--- src/rtl/comparador_serial.sv ---
// Bit-serial MSB-first magnitude comparator with signed/unsigned mode and a start/done handshake.
// Reports a registered, mutually exclusive eq/gt/lt result once the scan finishes.
module comparador_serial #(
    parameter int WIDTH      = 8,
    parameter bit EARLY_EXIT = 1'b1
) (
    input  logic             clk,
    input  logic             rst_n,
    input  logic             start,
    input  logic             signed_mode,
    input  logic [WIDTH-1:0] A,
    input  logic [WIDTH-1:0] B,
    output logic             busy,
    output logic             done,
    output logic             eq,
    output logic             gt,
    output logic             lt
);

    localparam int IW = $clog2(WIDTH);
    localparam logic [IW-1:0] MSB_IDX = IW'(WIDTH - 1);

    typedef enum logic [1:0] {
        S_IDLE,
        S_COMPARE,
        S_DONE
    } state_t;

    state_t           state_q, state_d;
    logic [WIDTH-1:0] a_q, a_d, b_q, b_d;
    logic             sgn_q, sgn_d;
    logic [IW-1:0]    idx_q, idx_d;
    logic             decided_q, decided_d;
    logic             dir_q, dir_d;
    logic             eq_q, eq_d, gt_q, gt_d, lt_q, lt_d;

    logic             bit_a, bit_b, diff, msb_flip, dec_nxt, dir_nxt, finish;

    always_comb begin
        state_d   = state_q;
        a_d       = a_q;
        b_d       = b_q;
        sgn_d     = sgn_q;
        idx_d     = idx_q;
        decided_d = decided_q;
        dir_d     = dir_q;
        eq_d      = eq_q;
        gt_d      = gt_q;
        lt_d      = lt_q;

        bit_a    = a_q[idx_q];
        bit_b    = b_q[idx_q];
        diff     = !decided_q && (bit_a != bit_b);
        // In two's complement the sign bit carries negative weight, so a 1 there means smaller.
        msb_flip = sgn_q && (idx_q == MSB_IDX);
        dec_nxt  = decided_q | diff;
        dir_nxt  = diff ? (msb_flip ? bit_b : bit_a) : dir_q;
        finish   = (EARLY_EXIT && diff) || (idx_q == '0);

        case (state_q)
            S_IDLE: begin
                if (start) begin
                    a_d       = A;
                    b_d       = B;
                    sgn_d     = signed_mode;
                    idx_d     = MSB_IDX;
                    decided_d = 1'b0;
                    dir_d     = 1'b0;
                    eq_d      = 1'b0;
                    gt_d      = 1'b0;
                    lt_d      = 1'b0;
                    state_d   = S_COMPARE;
                end
            end
            S_COMPARE: begin
                decided_d = dec_nxt;
                dir_d     = dir_nxt;
                // Outputs stay clear while scanning; the verdict is published only on entry to DONE.
                if (finish) begin
                    eq_d    = !dec_nxt;
                    gt_d    = dec_nxt && dir_nxt;
                    lt_d    = dec_nxt && !dir_nxt;
                    state_d = S_DONE;
                end else begin
                    idx_d = idx_q - 1'b1;
                end
            end
            S_DONE: begin
                state_d = S_IDLE;
            end
            default: begin
                state_d = S_IDLE;
            end
        endcase
    end

    always_ff @(posedge clk) begin
        if (!rst_n) begin
            state_q   <= S_IDLE;
            idx_q     <= '0;
            decided_q <= 1'b0;
            dir_q     <= 1'b0;
            eq_q      <= 1'b0;
            gt_q      <= 1'b0;
            lt_q      <= 1'b0;
        end else begin
            state_q   <= state_d;
            idx_q     <= idx_d;
            decided_q <= decided_d;
            dir_q     <= dir_d;
            eq_q      <= eq_d;
            gt_q      <= gt_d;
            lt_q      <= lt_d;
        end
    end

    // Operand registers are pure data and only matter once loaded by an accepted start.
    always_ff @(posedge clk) begin
        a_q   <= a_d;
        b_q   <= b_d;
        sgn_q <= sgn_d;
    end

    assign busy = (state_q != S_IDLE);
    assign done = (state_q == S_DONE);
    assign eq   = eq_q;
    assign gt   = gt_q;
    assign lt   = lt_q;

endmodule

--- config.mk ---
export PLATFORM = sky130hd
export DESIGN_NAME = comparador_serial
export DESIGN_NICKNAME = d
export VERILOG_FILES = /design/src/rtl/comparador_serial.sv
export SDC_FILE = /design/constraint.sdc
export NUM_CORES = 1
export LEC_CHECK = 0
export CAP_MARGIN = 20
export CORE_ASPECT_RATIO = 0.8
export CORE_MARGIN = 2
export CORE_UTILIZATION = 50
export DETAILED_ROUTE_END_ITERATION = 10
export HOLD_SLACK_MARGIN = 0.1
export PLACE_DENSITY = 0.78
export SYNTH_ARGS = -nofsm -noshare
export SYNTH_HDL_FRONTEND = slang
export SYNTH_SLANG_ARGS = --single-unit
--- constraint.sdc ---
create_clock -name clk -period 2.8 [get_ports clk]
set_input_delay 0.28 -clock clk [delete_from_list [all_inputs] [get_ports clk]]
set_output_delay 0.28 -clock clk [all_outputs]
set_load 0.005 [all_outputs]
==> flow_summary.yaml <==
sta:
  slew_headroom_pct: 74.6
  fin_crit_sh_pct: 88.6
  maxSlewViolCount: 0
  hold_viol_final: 0
  fmax_mhz: 403
  setup_tns_ns: 0
  setup_viol: 0
  rsz0062_at_grt: "false"
  worst_pin_slew_ns: 0.370
  clock_skew_ns: 0.00488
  finalWorstSetupSlack_ns: 0.321
  period_minus_slack_ns: 2.48
floorplanning:
  core-area_mm2: 0.00240
  num_rows: 16
  start_util_pct: 51.6
  io_pins: 25
  die_h_um: 48.5
  die_x_um: 59.7
  dieArea_mm2: 0.00290
worst_setup_path:
  reg2reg_from: "idx_q[0]$_SDFFE_PN0P_"
  critPathMaxStageDelay_ns: 0.63
  start_kind: "flop"
  cp_cell_sequence: "mux4_1 > mux2_2 > xnor2_2 > a21oi_4 > a211oi_1 > a311oi_1"
  cp-end-kind: "flop"
  required_ns: 3.05
  path_depth: 6
  crit_arrival_ns: 2.73
  crit_path_start: "idx_q[0]$_SDFFE_PN0P_"
  crit_buf_inv: 0
  worstSetupPathType: "reg -> reg"
  reg2reg_depth: 6
  critPathTopFamily: "multiplexers"
  critPathMaxFanout: 8
  r2r_end: "idx_q[2]$_SDFFE_PN0P_"
  r2r_setup_slack_ns: 0.32
  slowest_stage: "mux4_1"
  crit_end: "idx_q[2]$_SDFFE_PN0P_"
routing:
  firstDrtPassIters: 5
  wl_per_cell_um: 14.7
  avgViaCountPerCell: 5.93
  drc: 0
  drt_iter0_drc: 41
  postRouteAntennaNets: 0
  routed-via-count: 896
  wl_um: 2210
run:
  drv_cap: 0
clocking:
  clk_root_buffer_cell: "clkbuf_4"
  postCtsHoldBufs: 0
  postCtsSetupRepairBufs: 0
  clock_latency_ns: 0.34
  clockBufferDepth: 2
  cts_tree: "built"
  numCtsBuffers: 3
  cts_max_level: 1
  path_clk_slew_ns: 0.15
  cts_resized: 0
  cts_sinks: 27
layout:
  num_antenna_cells: 0
  fillers: 180
  layout_common_cells: "clkdlybuf4s50_1, edfxtp_1, dfxtp_1"
  seq_area_um2: 711
  multi_input_area_um2: 487
  nets: 148
  area_growth_pct: 23.6
  layout_commonest_cell: "clkdlybuf4s50_1"
  fin_util_pct: 63.8
  drive_above_1_share_pct: 8.87
yosys:
  synth.yosys.seq_area_share_pct: 57.3
  syn-num-nets: 121
  netlist_area_mm2: 0.00124
  syn_avg_cell_area_um2: 12.7
  synth_edf_count: 17
  ys_types: 34
  synth-async-reset-ratio_pct: 0
  ys_ff_latch: 27
  ys.flop_type: "edfxtp_1"
  synth_cells: 98
  yosys_warnings: 0
pwr:
  leakagePower_nw: 0.549
  ir_worst_vdd_v: 0.000299
  power_mw: 1.10
  powerDensity_mw_per_mm2: 718
status:
  status: "finished clean"
placement:
  gp_congestion: 0.852
  dp_slack_ns: 0.339
  dpl.hpwl_um: 1630
  io_buffers: 24
min_path:
  hp-start: "A[6]"
  worstHoldPathType: "in -> reg"
global_routing:
  grtUsageTotal_pct: 17.5
  overflow: 0
  grt_pass1_wl_um: 3800
  grt_pass1_vias: 849
  antenna_found_initial: 0
  grt_max_degree: 18
## cell families (layout without fill, tap and decap cells)
kind of cell | after synthesis | count (layout) | share of synthesized area [%]
xor+xnor | 1 | 1 | 1.31
flops | 27 | 27 | 57.3
fa+ha+maj | 3 | 3 | 3.03
mux | 7 | 7 | 11.4
compound gates | 22 | 22 | 12.4
simple gates | 29 | 29 | 11.1
buf+inv | 9 | 35 | 3.43
## how the worst min path moves through the flow
stage                                  end  slack (ns)  cells past startpoint
after global placement     gt$_SDFFE_PN0P_        0.47                      2
after floorplan           a_q[0]$_DFFE_PP_        0.38                      0
after detailed placement   lt$_SDFFE_PN0P_        0.48                      2
after global routing      b_q[6]$_DFFE_PP_        0.45                      1
after CTS                 a_q[4]$_DFFE_PP_        0.47                      1
final                     a_q[6]$_DFFE_PP_        0.48                      1
## synth_stat cells, types with 2 or more instances
cell type	instances	area [um^2]
a21oi_1	4	20.0
nor3_1	3	15.0
nand2b_1	2	12.5
a211oi_1	2	15.0
nor2b_1	3	18.8
ha_1	3	37.5
nor2_1	8	30.0
inv_1	6	22.5
nand3_1	4	20.0
o21ai_0	6	30.0
mux4_1	2	52.6
a31oi_1	2	12.5
nand2_1	6	22.5
edfxtp_1	17	510
mux4_2	2	45.0
dfxtp_1	10	200
## state kept, by name, indices dropped and copies added (netlist names)
name	count
state_q	2
b_q	8
gt	1
sgn_q	1
eq	1
dir_q	1
a_q	8
decided_q	1
lt	1
idx_q	3
## metal layers
layer | part of all wire, % | routed length (um) | GRT usage (%)
met2 | 49 | 1090 | 27.0
met5 | 0 | 0 | 0
met3 | 8.4 | 185 | 7.22
met4 | 0.77 | 17 | 3.70
met1 | 41 | 917 | 23.3
## report_power, final
part / internal, mW / switching [mW] / leakage (nW)
Clock: 0.0585 / 0.125 / 0.0183
Sequential: 0.492 / 0.0500 / 0.245
Combinational: 0.177 / 0.199 / 0.286
Total: 0.727 / 0.374 / 0.549
## layout make-up
cell class	instances	area share (%)
sequential	27	46.4
tap	27	2.20
clock inverter	1	0.571
clock buffer	3	1.47
multi-input combinational	62	31.8
inverter	6	1.47
timing repair buffer	25	16.2
## per-stage QoR
step	instances	instance area, um^2	hold slack [ns]
4_1_cts	151	1530	0.467
3_5_place_dp	147	1500	0.483
3_3_place_gp	147	1500	0.470
5_1_grt	151	1530	0.448
6_report	151	1530	0.483
2_1_floorplan	98	1240	0.379
Power figures use the tool's default switching activity.
